File: config.mk
export PLATFORM = sky130hd
export DESIGN_NAME = conv_encoder_framer
export DESIGN_NICKNAME = d
export VERILOG_FILES = /design/src/rtl/viterbi_pkg.sv /design/src/rtl/conv_enc_core.sv /design/src/rtl/conv_encoder_framer.sv
export SDC_FILE = /design/constraint.sdc
export NUM_CORES = 1
export LEC_CHECK = 0
export CAP_MARGIN = 20
export CELL_PAD_IN_SITES_DETAIL_PLACEMENT = 1
export CELL_PAD_IN_SITES_GLOBAL_PLACEMENT = 1
export CORE_MARGIN = 4
export CORE_UTILIZATION = 41
export CTS_BUF_LIST = sky130_fd_sc_hd__clkbuf_8
export DETAILED_ROUTE_END_ITERATION = 7
export PLACE_DENSITY = 0.85
export SETUP_SLACK_MARGIN = 0.1
export SYNTH_ARGS = -nofsm -noshare
export SYNTH_HDL_FRONTEND = slang
export SYNTH_SLANG_ARGS = --single-unit
export TNS_END_PERCENT = 1
File: constraint.sdc
create_clock -name clk -period 2.13 [get_ports clk]
set_input_delay 0.5325 -clock clk [delete_from_list [all_inputs] [get_ports clk]]
set_output_delay 0.5325 -clock clk [all_outputs]
set_load 0.01 [all_outputs]
File: src/rtl/viterbi_pkg.sv
// Shared constants and types for the convolutional code path (encoder, branch metric, traceback).
// Latency: n/a (package only).
// Backpressure: n/a (package only).
//
// Contents:
//   K, SYM_W          constraint length and encoded symbol width
//   G0_DEFAULT/G1_DEFAULT default generator polynomials (bit K-1 = current input, bit0 = oldest)
//   enc_state_e       encoder framer FSM states
//   poly_tap()        parity of a generator applied to the encoder window
package viterbi_pkg;

  localparam int K     = 3;
  localparam int SYM_W = 2;

  localparam logic [K-1:0] G0_DEFAULT = 3'b111;
  localparam logic [K-1:0] G1_DEFAULT = 3'b101;

  typedef enum logic [1:0] {
    IDLE  = 2'd0,
    SHIFT = 2'd1,
    WAIT  = 2'd2,
    TAIL  = 2'd3
  } enc_state_e;

  // Window layout is {u, s1, s2}: current input bit first, oldest bit last.
  function automatic logic poly_tap(input logic [K-1:0] g, input logic [K-1:0] window);
    return ^(g & window);
  endfunction

endpackage

File: src/rtl/conv_enc_core.sv
// K=3 rate-1/2 encoder core: two-bit memory plus the generator parity taps.
// Latency: symbol is combinational from bit_in and the memory; memory updates on the adv edge.
// Backpressure: none internally; memory only moves when the caller asserts adv.
//
// Ports:
//   clk, rst_n  clock and asynchronous active-low reset (memory clears to 00)
//   bit_in      next payload bit (u)
//   zero_in     forces u to 0 for the tail bits
//   adv         shift the memory: s2 <= s1, s1 <= u
//   sym         {G0 parity, G1 parity} over {u, s1, s2}
module conv_enc_core
  import viterbi_pkg::*;
#(
  parameter logic [K-1:0] G0 = G0_DEFAULT,
  parameter logic [K-1:0] G1 = G1_DEFAULT
) (
  input  logic             clk,
  input  logic             rst_n,
  input  logic             bit_in,
  input  logic             zero_in,
  input  logic             adv,
  output logic [SYM_W-1:0] sym
);

  logic s1;
  logic s2;
  logic u;
  logic [K-1:0] window;

  assign u      = zero_in ? 1'b0 : bit_in;
  assign window = {u, s1, s2};
  assign sym    = {poly_tap(G0, window), poly_tap(G1, window)};

  always_ff @(posedge clk or negedge rst_n) begin
    if (!rst_n) begin
      s1 <= 1'b0;
      s2 <= 1'b0;
    end else if (adv) begin
      s2 <= s1;
      s1 <= u;
    end
  end

endmodule

File: src/rtl/conv_encoder_framer.sv
// Frames payload bytes into K=3 rate-1/2 encoded symbols, MSB first, with two zero tail bits per frame.
// Latency: first symbol valid the cycle after the first byte is accepted; one symbol per accepted bit.
// Backpressure: sym_ready=0 freezes all state and sym_out; in_ready is low while bits are still shifting.
//
// Ports:
//   clk, rst_n                 clock, asynchronous active-low reset (mid-frame reset drops the frame)
//   in_data/in_valid/in_ready  payload byte handshake
//   sym_out/sym_valid/sym_ready encoded symbol handshake, {G0 out, G1 out}
//   sym_sof/sym_eof            first payload symbol / last tail symbol of a frame
//   busy                       FSM is not idle
module conv_encoder_framer
  import viterbi_pkg::*;
#(
  parameter int           FRAME_BYTES = 4,
  parameter logic [K-1:0] G0          = G0_DEFAULT,
  parameter logic [K-1:0] G1          = G1_DEFAULT
) (
  input  logic             clk,
  input  logic             rst_n,
  input  logic [7:0]       in_data,
  input  logic             in_valid,
  output logic             in_ready,
  input  logic             sym_ready,
  output logic [SYM_W-1:0] sym_out,
  output logic             sym_valid,
  output logic             sym_sof,
  output logic             sym_eof,
  output logic             busy
);

  localparam int BCW = (FRAME_BYTES > 1) ? $clog2(FRAME_BYTES) : 1;
  localparam logic [BCW-1:0] LAST_BYTE = BCW'(FRAME_BYTES - 1);

  enc_state_e     state_q, state_d;
  logic [7:0]     sr_q, sr_d;
  logic [2:0]     bit_cnt_q, bit_cnt_d;
  logic [BCW-1:0] byte_cnt_q, byte_cnt_d;

  logic in_ready_fsm;
  logic enc_adv;
  logic in_tail;

  // ---------------------------------------------------------------------
  // State registers
  // ---------------------------------------------------------------------
  always_ff @(posedge clk or negedge rst_n) begin
    if (!rst_n) begin
      state_q    <= IDLE;
      sr_q       <= '0;
      bit_cnt_q  <= '0;
      byte_cnt_q <= '0;
    end else begin
      state_q    <= state_d;
      sr_q       <= sr_d;
      bit_cnt_q  <= bit_cnt_d;
      byte_cnt_q <= byte_cnt_d;
    end
  end

  // ---------------------------------------------------------------------
  // Next-state and handshake decode
  // ---------------------------------------------------------------------
  always_comb begin
    state_d      = state_q;
    sr_d         = sr_q;
    bit_cnt_d    = bit_cnt_q;
    byte_cnt_d   = byte_cnt_q;
    in_ready_fsm = 1'b0;
    enc_adv      = 1'b0;

    unique case (state_q)
      IDLE: begin
        in_ready_fsm = 1'b1;
        if (in_valid) begin
          sr_d       = in_data;
          bit_cnt_d  = '0;
          byte_cnt_d = '0;
          state_d    = SHIFT;
        end
      end

      SHIFT: begin
        if (sym_ready) begin
          enc_adv   = 1'b1;
          sr_d      = sr_q << 1;
          bit_cnt_d = bit_cnt_q + 3'd1;
          if (bit_cnt_q == 3'd7) begin
            // bit_cnt wraps to 0 here, which is also where TAIL counts from.
            if (byte_cnt_q == LAST_BYTE) begin
              state_d = TAIL;
            end else begin
              // Handoff: take the next byte on the same edge as the last bit
              // so consecutive bytes stream without a bubble.
              in_ready_fsm = 1'b1;
              if (in_valid) begin
                sr_d       = in_data;
                byte_cnt_d = byte_cnt_q + BCW'(1);
              end else begin
                state_d = WAIT;
              end
            end
          end
        end
      end

      WAIT: begin
        in_ready_fsm = 1'b1;
        if (in_valid) begin
          sr_d       = in_data;
          byte_cnt_d = byte_cnt_q + BCW'(1);
          state_d    = SHIFT;
        end
      end

      TAIL: begin
        if (sym_ready) begin
          enc_adv   = 1'b1;
          bit_cnt_d = bit_cnt_q + 3'd1;
          if (bit_cnt_q == 3'd1) begin
            // Two zero inputs have flushed the memory back to 00.
            bit_cnt_d = '0;
            state_d   = IDLE;
          end
        end
      end

      default: state_d = IDLE;
    endcase
  end

  // ---------------------------------------------------------------------
  // Encoder core
  // ---------------------------------------------------------------------
  assign in_tail = (state_q == TAIL);

  conv_enc_core #(
    .G0 (G0),
    .G1 (G1)
  ) u_core (
    .clk     (clk),
    .rst_n   (rst_n),
    .bit_in  (sr_q[7]),
    .zero_in (in_tail),
    .adv     (enc_adv),
    .sym     (sym_out)
  );

  // ---------------------------------------------------------------------
  // Outputs: all symbol-side flags come from registered state only.
  // ---------------------------------------------------------------------
  assign sym_valid = (state_q == SHIFT) || (state_q == TAIL);
  assign sym_sof   = (state_q == SHIFT) && (bit_cnt_q == 3'd0) && (byte_cnt_q == '0);
  assign sym_eof   = (state_q == TAIL) && (bit_cnt_q == 3'd1);
  assign busy      = (state_q != IDLE);

  // IDLE advertises ready, so gate with the reset pin to keep it low while held in reset.
  assign in_ready  = in_ready_fsm & rst_n;

endmodule

==> out/qor.csv, run 1 <==
metric;value;unit
fin_area;0.00154;mm^2
via_per_inst;5.62;
setup-violations-final;1;
synth_area;0.00107;mm^2
post-place-ws;-0.337;ns
cp-end-kind;output port;
yosysSeqAreaShare;0.396;
wl;3650;um
cp-start-kind;flip-flop;
clk_pin_slew_worst_paths;0.07;ns
intPower;1.48;mW
fin_crit;2.17;ns
dieHeight;59.2;um
clk_path_buf_depth;2;
fin_worst_skew;0.00201;ns
area_growth_syn_to_layout;43.1;%
synth_xor_area_frac;0.0163;
power_leakage;0.721;nW
reg2reg_to;state_q[0];
powerDensity;1730;mW/mm^2
grt_pass1_wl;5250;um
antennaDiodeCount;0;
die_w;59.2;um
tightest_slew;0.507;ns
vias;1023;
rr_startpoint;state_q[0];
antenna_found_initial;0;
yosysTopAreaCellShare;0.396;
slew_headroom;0.658;
max_freq;462;MHz
synthSimpleGateAreaFrac;0.130;
hold_slack;0.538;ns
grt_max_degree;18;
critical_path_class;reg2out;
hold_depth;2;
seq_area;428;um^2
syn_inst;110;
cpPeakStageDelay;0.46;ns
synthTopCellsByArea;dfrtp_1 40%, ha_1 12%, mux2i_1 7.5%;
synth_mux_area_frac;0.106;
cp.required;1.60;ns
synth_compound_area_frac;0.169;
path_cells;buf_4, ha_4, a311o_1, and3_1, buf_2;
initial_core_util;0.430;
drtPass1Iterations;4;
grt_pass1_vias;1118;
yosysWarningCount;0;
synth_nets;132;
route.detailed.drc;0;
cts_buffers;3;
cts_tree;done;
drtAntennaViolNets;0;
track_usage;0.201;
violations;negative setup slack;
post-route-period-util;1.02;
synth_edf_count;0;
ys_types;33;
p_comb_frac;0.677;
p_seq_frac;0.228;
synth_top_flop_cell;dfrtp_1;
nNetsFinal;175;
ioPinCount;19;
fill_cells;279;
drv_cap;0;
final_core_util;0.615;
worst_slack;-0.0354;ns
critPathBufInv;2;
rows;18;
hold_start;sr_q[0];
layout_commonest_cell;buf_4;
status;complete, but fails checks;
p_sw;1.18;mW
dp_hpwl;2380;um
layout_common_cells;22 x buf_4, 15 x dfrtp_1, 12 x nor2_1, 11 x clkdlybuf4s50_1, 10 x inv_1;
multi_input_area;644;um^2
sw_frac_of_total;0.444;
drive_gt1_frac;0.368;
critPathSlowestCell;dfrtp_2;
io_buffers;18;
die_area;0.00350;mm^2
synth_fa_ha_area_frac;0.116;
clkPwrFrac;0.095;
slew_violations;0;
cp.arrival;1.63;ns
cts_root_buf;clkbuf_8;
clock_latency;0.26;ns
finalHoldViolCount;0;
ys_seq_elements;17;
wl_per_cell;20.0;um
dp_cells;175;
synth_top_family_by_area;compound AO/OA/AOI/OAI gates;
fin_cells;182;
whs_endpoint;sr_q[0];
regToRegSetupSlack;0.11;ns
syn-mean-instance-area;9.77;um^2
dpl-instance-area;0.00142;mm^2
cts_hold_buf;0;
async_reset_ff_frac;1.00;
drt_iter0_drc;24;
crit_family;flip-flops;
overflow;0;
worstRegToRegCells;7;
ir_worst_vdd;1.03;mV
crit_fanout;3;
grt_setup_unrepaired;true;
ctsHtreeMaxLevel;1;
hp-class;reg2reg;
clock_sinks;17;
gp_congestion;0.866;
yosys.area.top_type;dfrtp_1;
core_area;0.00250;mm^2
==> cell type report <==
class | instances | area share
clock buffers | 3 | 0.0269
clock inverters | 1 | 0.00325
inverters | 14 | 0.0358
multi-input cells | 77 | 0.419
flip-flops and latches | 17 | 0.278
well taps | 30 | 0.0244
repair buffers | 40 | 0.212
==> registers in the layout (all words and copies together), names as in the netlist <==
| name | cells |
|---|---|
| u_core.s1 | 1 |
| u_core.s2 | 1 |
| bit_cnt_q | 3 |
| state_q | 2 |
| byte_cnt_q | 2 |
| sr_q | 8 |
==> timing repair <==
action | 4_1_cts | 5_1_grt
endpoints found under the setup margin | 7 | 11
hold endpoints to repair | 0 | 0
pin swaps | 1 | 6
gates resized for setup | 24 | 17
buffers inserted | 3 | 0
==> metal layers <==
layer | global-route usage | share of wire
met1 | 0.238 | 0.39
met2 | 0.354 | 0.55
met3 | 0.0349 | 0.039
met4 | 0.0809 | 0.015
met5 | 0 | 0
==> worst max-delay path by stage <==
stage | from | end | slack [ns] | depth (start not counted)
2_1_floorplan | state_q[1] | in_ready | 0.21 | 6
3_3_place_gp | sym_ready | in_ready | -0.29 | 4
3_5_place_dp | sym_ready | in_ready | -0.34 | 4
4_1_cts | state_q[1] | in_ready | -0.1 | 7
5_1_grt | state_q[1] | in_ready | -0.08 | 7
6_report | state_q[1] | in_ready | -0.04 | 5
==> synth_stat cells, drive strengths merged, types with 2 or more instances <==
cell type   n
nand2       5
a21oi      10
a311o       2
inv        14
mux2i       8
o221ai      2
xnor2       2
nand2b      2
buf         2
ha         10
dfrtp      17
and3        2
nand3       2
mux2        3
o21ai       5
nor2       13
==> cell families after synthesis <==
family,count (synthesis)
muxes,11
adders and majority gates,10
and+or+nand+nor,29
DFF,17
xor gates and xnor gates,2
AOI/OAI and AO/OA,25
buffers and inverters,16
==> power by group through the flow <==
| stage | combinational, mW | sequential, mW | clock, mW |
|---|---|---|---|
| 6_report | 1.80 | 0.605 | 0.253 |
| 5_1_grt | 1.95 | 0.623 | 0.277 |
| 4_1_cts | 1.63 | 0.575 | 0.253 |
| 3_5_place_dp | 1.59 | 0.583 | 0 |
| 3_3_place_gp | 1.48 | 0.563 | 0 |
| 2_1_floorplan | 0.952 | 0.559 | 0 |
==> worst register-to-register path, delay by kind of cell (launching register included) <==
family,cells,cell delay (ns)
multiplexers,1,0.38
AND/OR/NAND/NOR,1,0.11
adder cells (fa/ha/maj),1,0.19
AO/OA/AOI/OAI,2,0.45
buffers and inverters,2,0.30
flip-flops,1,0.46
==> through the flow <==
step	power (mW)	TNS, ns
floorplan	1.51	0
global placement	2.05	-0.434
detailed placement	2.17	-1.15
CTS	2.46	-0.154
global route	2.85	-0.182
finish	2.66	-0.0354
Power figures use the tool's default switching activity.
==> run 2, diff against run 1 <==
Settings changed: CAP_MARGIN 20 to default, GPL_ROUTABILITY_DRIVEN from default to 0, PLACE_DENSITY 0.85 to 0.92.
==> run 2 against run 1 <==
The flow still finishes with violations (negative setup slack). Via count decreased by 1.6%. Sequential power about the same. Die area unchanged. Combinational power decreased by 4%. Register-to-register slack improved by 0.03 ns. Largest cell class unchanged.
==> out/qor.csv, run 2 (synthesis gave the netlist of run 1 again) <==
metric;value;unit
status;complete, but fails checks;
violations;negative setup slack;
crit_fanout;4;
path_cells;buf_4, ha_2, a311o_1, and3_4, buf_6;
rows;18;
layout_commonest_cell;buf_4;
crit_start;state_q[1];
clock_sinks;17;
crit_family;flip-flops;
fill_cells;288;
drtPass1Iterations;4;
drive_gt1_frac;0.364;
slew_violations;0;
finalHoldViolCount;0;
fin_tns_setup;-0.0372;ns
hold_start;u_core.s2;
cp-start-kind;flip-flop;
clk_path_buf_depth;2;
antenna_found_initial;0;
dr_wl_met2;1990;um
powerDensity;1670;mW/mm^2
dp_cells;174;
ioPinCount;19;
grt_pass1_vias;1164;
crit_path_end;in_ready;
fin_area;0.00154;mm^2
slew_headroom;0.747;
dieHeight;59.2;um
wl_met1;1580;um
top_register;sr_q;
die_w;59.2;um
die_area;0.00350;mm^2
io_buffers;18;
nNetsFinal;177;
cts_buffers;3;
layout_common_cells;23 x buf_4, 15 x dfrtp_1, 12 x inv_1, 12 x nor2_1, 11 x clkdlybuf4s50_1;
critPathBufInv;2;
track_usage;0.222;
ctsHtreeMaxLevel;1;
initial_core_util;0.430;
drt_iter0_drc;15;
drtAntennaViolNets;0;
grt_pass1_wl;5680;um
multi_input_area;632;um^2
critical_path_class;reg2out;
hp-class;reg2reg;
wl_per_cell;20.6;um
cp.arrival;1.63;ns
cp-end-kind;output port;
route.detailed.drc;0;
largestRegisters;sr_q x8, bit_cnt_q x3;
reg2reg_to;sr_q[1];
worst_slack;-0.0372;ns
drv_cap;0;
power_leakage;0.723;nW
clock_latency;0.26;ns
fin_cells;184;
dp_hpwl;2420;um
cts_root_buf;clkbuf_8;
cts_tree;done;
clk_pin_slew_worst_paths;0.08;ns
setup-violations-final;1;
antennaDiodeCount;0;
cpPeakStageDelay;0.45;ns
grt_setup_unrepaired;true;
power;2.58;mW
vias;1007;
via_per_inst;5.47;
grt_max_degree;18;
rr_startpoint;state_q[1];
regToRegSetupSlack;0.14;ns
worstRegToRegCells;7;
cts_hold_buf;0;
overflow;0;
fin_crit;2.17;ns
fin_worst_skew;0.00691;ns
ir_worst_vdd;0.879;mV
critPathSlowestCell;dfrtp_2;
post-route-period-util;1.02;
route.met3.wl;89;um
tightest_slew;0.375;ns
max_freq;461;MHz
seq_area;428;um^2
core_area;0.00250;mm^2
dpl-instance-area;0.00141;mm^2
cp.required;1.60;ns
top_layer;met4;
path_depth;5;
wl;3790;um
largest_reg_flops;8;
area_growth_syn_to_layout;43.3;%
[run 2: final cells by class]
type,instances,area share
Clock inverter,1,0.00244
Tap cell,30,0.0244
Timing Repair Buffer,42,0.224
Sequential cell,17,0.278
Inverter,14,0.0341
Multi-Input combinational cell,77,0.410
Clock buffer,3,0.0268
[run 2: tightest hold or removal path, stage by stage (launching register included)]
cell     delay (ns)
dfrtp_1        0.39
nand2_1        0.06
o21ai_0        0.06
[run 2: how the worst min path moves through the flow]
stage	cells after the start	to	slack, ns
6_report	2	u_core.s2	0.54
3_5_place_dp	2	u_core.s2	0.51
5_1_grt	2	u_core.s2	0.59
4_1_cts	2	sr_q[4]	0.55
3_3_place_gp	2	u_core.s2	0.48
2_1_floorplan	0	bit_cnt_q[0]	0.24
[run 2: power breakdown]
group          total (mW)  switching, mW  internal, mW  leakage (nW)
clock network       0.256          0.127         0.129        0.0269
registers           0.604          0.124         0.480         0.202
logic                1.72          0.900         0.819         0.494
[run 2: metal layers]
metal / track usage / vias to the layer above
li1: - / 469
met1: 0.240 / 501
met2: 0.409 / 26
met3: 0.0349 / 11
met4: 0.117 / 0
met5: 0 / -
[run 2: repair_timing]
| item | in CTS | in global routing |
|---|---|---|
| pin swaps | 1 | 6 |
| endpoints found under the hold margin | 0 | 0 |
| endpoints found under the setup margin | 7 | 7 |
| gates resized for setup | 23 | 18 |
| buffers inserted | 3 | 3 |
[run 2: metrics by stage]
stage	hold WS, ns	utilization	setup slack [ns]
6_report	0.544	0.616	-0.0372
3_5_place_dp	0.506	0.564	-0.364
2_1_floorplan	0.237	-	0.207
3_3_place_gp	0.480	0.564	-0.360
4_1_cts	0.550	0.592	-0.106
5_1_grt	0.591	0.616	-0.0788
==> run 3, diff against run 2 <==
Settings changed: CTS_BUF_LIST sky130_fd_sc_hd__clkbuf_8 to sky130_fd_sc_hd__clkbuf_2.
==> run 3 against run 2 <==
Clock skew up 0.017 ns. Maximum frequency fell by 3.7%. Register-to-register slack improved by 0.02 ns. Sequential share of layout area grew 0.27 points. Combinational power up 2%. Sequential power is 0.8% lower. Largest cell class unchanged. Non-clock buffer count unchanged. The flow still finishes with violations (negative setup slack). Critical path depth up 2.
==> out/qor.csv, run 3 (synthesis gave the netlist of run 1 again) <==
metric;value;unit
status;complete, but fails checks;
violations;negative setup slack;
cts_hold_buf;0;
grtUsageMet3;0.0458;
worstRegToRegCells;8;
drtPass1Iterations;4;
fin_worst_skew;0.0234;ns
worst_slack;-0.120;ns
finalHoldViolCount;0;
cts_tree;done;
grt_pass1_vias;1171;
critical_path_class;reg2out;
ioPinCount;19;
drtAntennaViolNets;0;
cp.required;1.60;ns
layout_commonest_cell;buf_4;
clock_latency;0.32;ns
rr_startpoint;state_q[0];
clock_sinks;17;
wl;3590;um
powerDensity;1650;mW/mm^2
drv_cap;0;
power_leakage;0.717;nW
route.detailed.drc;0;
largest_reg_flops;8;
tightest_slew;0.449;ns
post-route-period-util;1.06;
crit_start;state_q[0];
critPathSlowestCell;dfrtp_2;
clk_pin_slew_worst_paths;0.20;ns
grt_use_met1;0.265;
largestRegisters;sr_q x8, bit_cnt_q x3;
nNetsFinal;177;
ir_worst_vdd;0.857;mV
rows;18;
dieHeight;59.2;um
cts_buffers;3;
drive_gt1_frac;0.396;
die_w;59.2;um
grt_setup_unrepaired;true;
cp-start-kind;flip-flop;
antenna_found_initial;0;
antennaDiodeCount;0;
cp.arrival;1.72;ns
vias;1007;
io_buffers;18;
path_depth;7;
cp-end-kind;output port;
dp_hpwl;2420;um
top_register;sr_q;
initial_core_util;0.430;
layout_common_cells;20 x buf_4, 15 x dfrtp_1, 11 x nor2_1, 11 x clkdlybuf4s50_1;
slew_headroom;0.697;
overflow;0;
clk_path_buf_depth;2;
die_area;0.00350;mm^2
cpPeakStageDelay;0.48;ns
max_freq;444;MHz
crit_family;flip-flops;
fin_crit;2.25;ns
hp-class;in2async;
dp_cells;174;
met2_usage;0.407;
grt_pass1_wl;5840;um
path_cells;buf_6, ha_4, inv_4, nor2_2, a311o_1, and3_1, buf_2;
fin_cells;184;
crit_fanout;4;
cts_root_buf;clkbuf_2;
setup-violations-final;1;
area_growth_syn_to_layout;41.9;%
wl_per_cell;19.5;um
slew_violations;0;
power;2.52;mW
via_per_inst;5.47;
busiest_layer;met2;
track_usage;0.232;
critPathBufInv;3;
grt_max_degree;18;
ctsHtreeMaxLevel;1;
drt_iter0_drc;27;
core_area;0.00250;mm^2
[run 3: cell types whose count changed in the layout (fill, tap and decap cells not counted), moves of 2 or more]
| cell | delta |
|---|---|
| buf_6 | +4 |
| clkbuf_8 | -3 |
| inv_1 | -3 |
| buf_2 | +3 |
| clkbuf_2 | +2 |
| buf_4 | -3 |
[run 3: area by class of cell]
| type | count | area, um^2 |
|---|---|---|
| Timing Repair Buffer | 42 | 353 |
| Inverter | 14 | 55.1 |
| Multi-Input combinational cell | 77 | 632 |
| Sequential cell | 17 | 428 |
| Tap cell | 30 | 37.5 |
| Fill cell | 283 | 975 |
| Clock buffer | 4 | 20.0 |
[run 3: per-stage QoR]
| stage | utilization | worst slack [ns] | cell area (um^2) | hold slack, ns | TNS, ns |
|---|---|---|---|---|---|
| 2_1_floorplan | - | 0.207 | 1070 | 0.237 | 0 |
| 6_report | 0.610 | -0.120 | 1530 | 0.550 | -0.120 |
| 3_3_place_gp | 0.564 | -0.360 | 1410 | 0.480 | -0.419 |
| 5_1_grt | 0.610 | -0.178 | 1530 | 0.565 | -0.270 |
| 3_5_place_dp | 0.564 | -0.364 | 1410 | 0.506 | -0.626 |
| 4_1_cts | 0.604 | -0.110 | 1510 | 0.549 | -0.182 |
[run 3: report_power, final]
group	switching [mW]	internal (mW)
clock network	0.116	0.0497
registers	0.121	0.477
logic	0.906	0.851
total	1.14	1.38
[run 3: timing repair]
item	CTS	global route
buffers inserted	6	0
setup endpoints to repair	7	15
pin swaps	6	3
gates resized for setup	44	11
[run 3: worst register-to-register path: cells and delay by family (launching register included)]
| kind | cells | cell delay, ns |
|---|---|---|
| DFF | 1 | 0.48 |
| buffers and inverters | 3 | 0.40 |
| muxes | 1 | 0.36 |
| AOI/OAI and AO/OA | 2 | 0.34 |
| adders and majority gates | 1 | 0.17 |
| and+or+nand+nor | 1 | 0.11 |
[run 3: path summary, 6_finish.rpt]
| path | slack (ns) | endpoint |
|---|---|---|
| worst min register to register | 0.57 | sr_q[4] |
| min in group clk | 0.57 | sr_q[4] |
| max in group asynchronous | 1.34 | state_q[0] |
| worst max-delay path | -0.12 | in_ready |
| worst max register to register | 0.16 | state_q[0] |
| worst min-delay path | 0.55 | sr_q[6] |
[run 3: layer usage]
| metal | share of wire | routed length [um] |
|---|---|---|
| met5 | 0 | 0 |
| met4 | 0.023 | 82 |
| met3 | 0.021 | 77 |
| met2 | 0.54 | 1920 |
| met1 | 0.42 | 1510 |
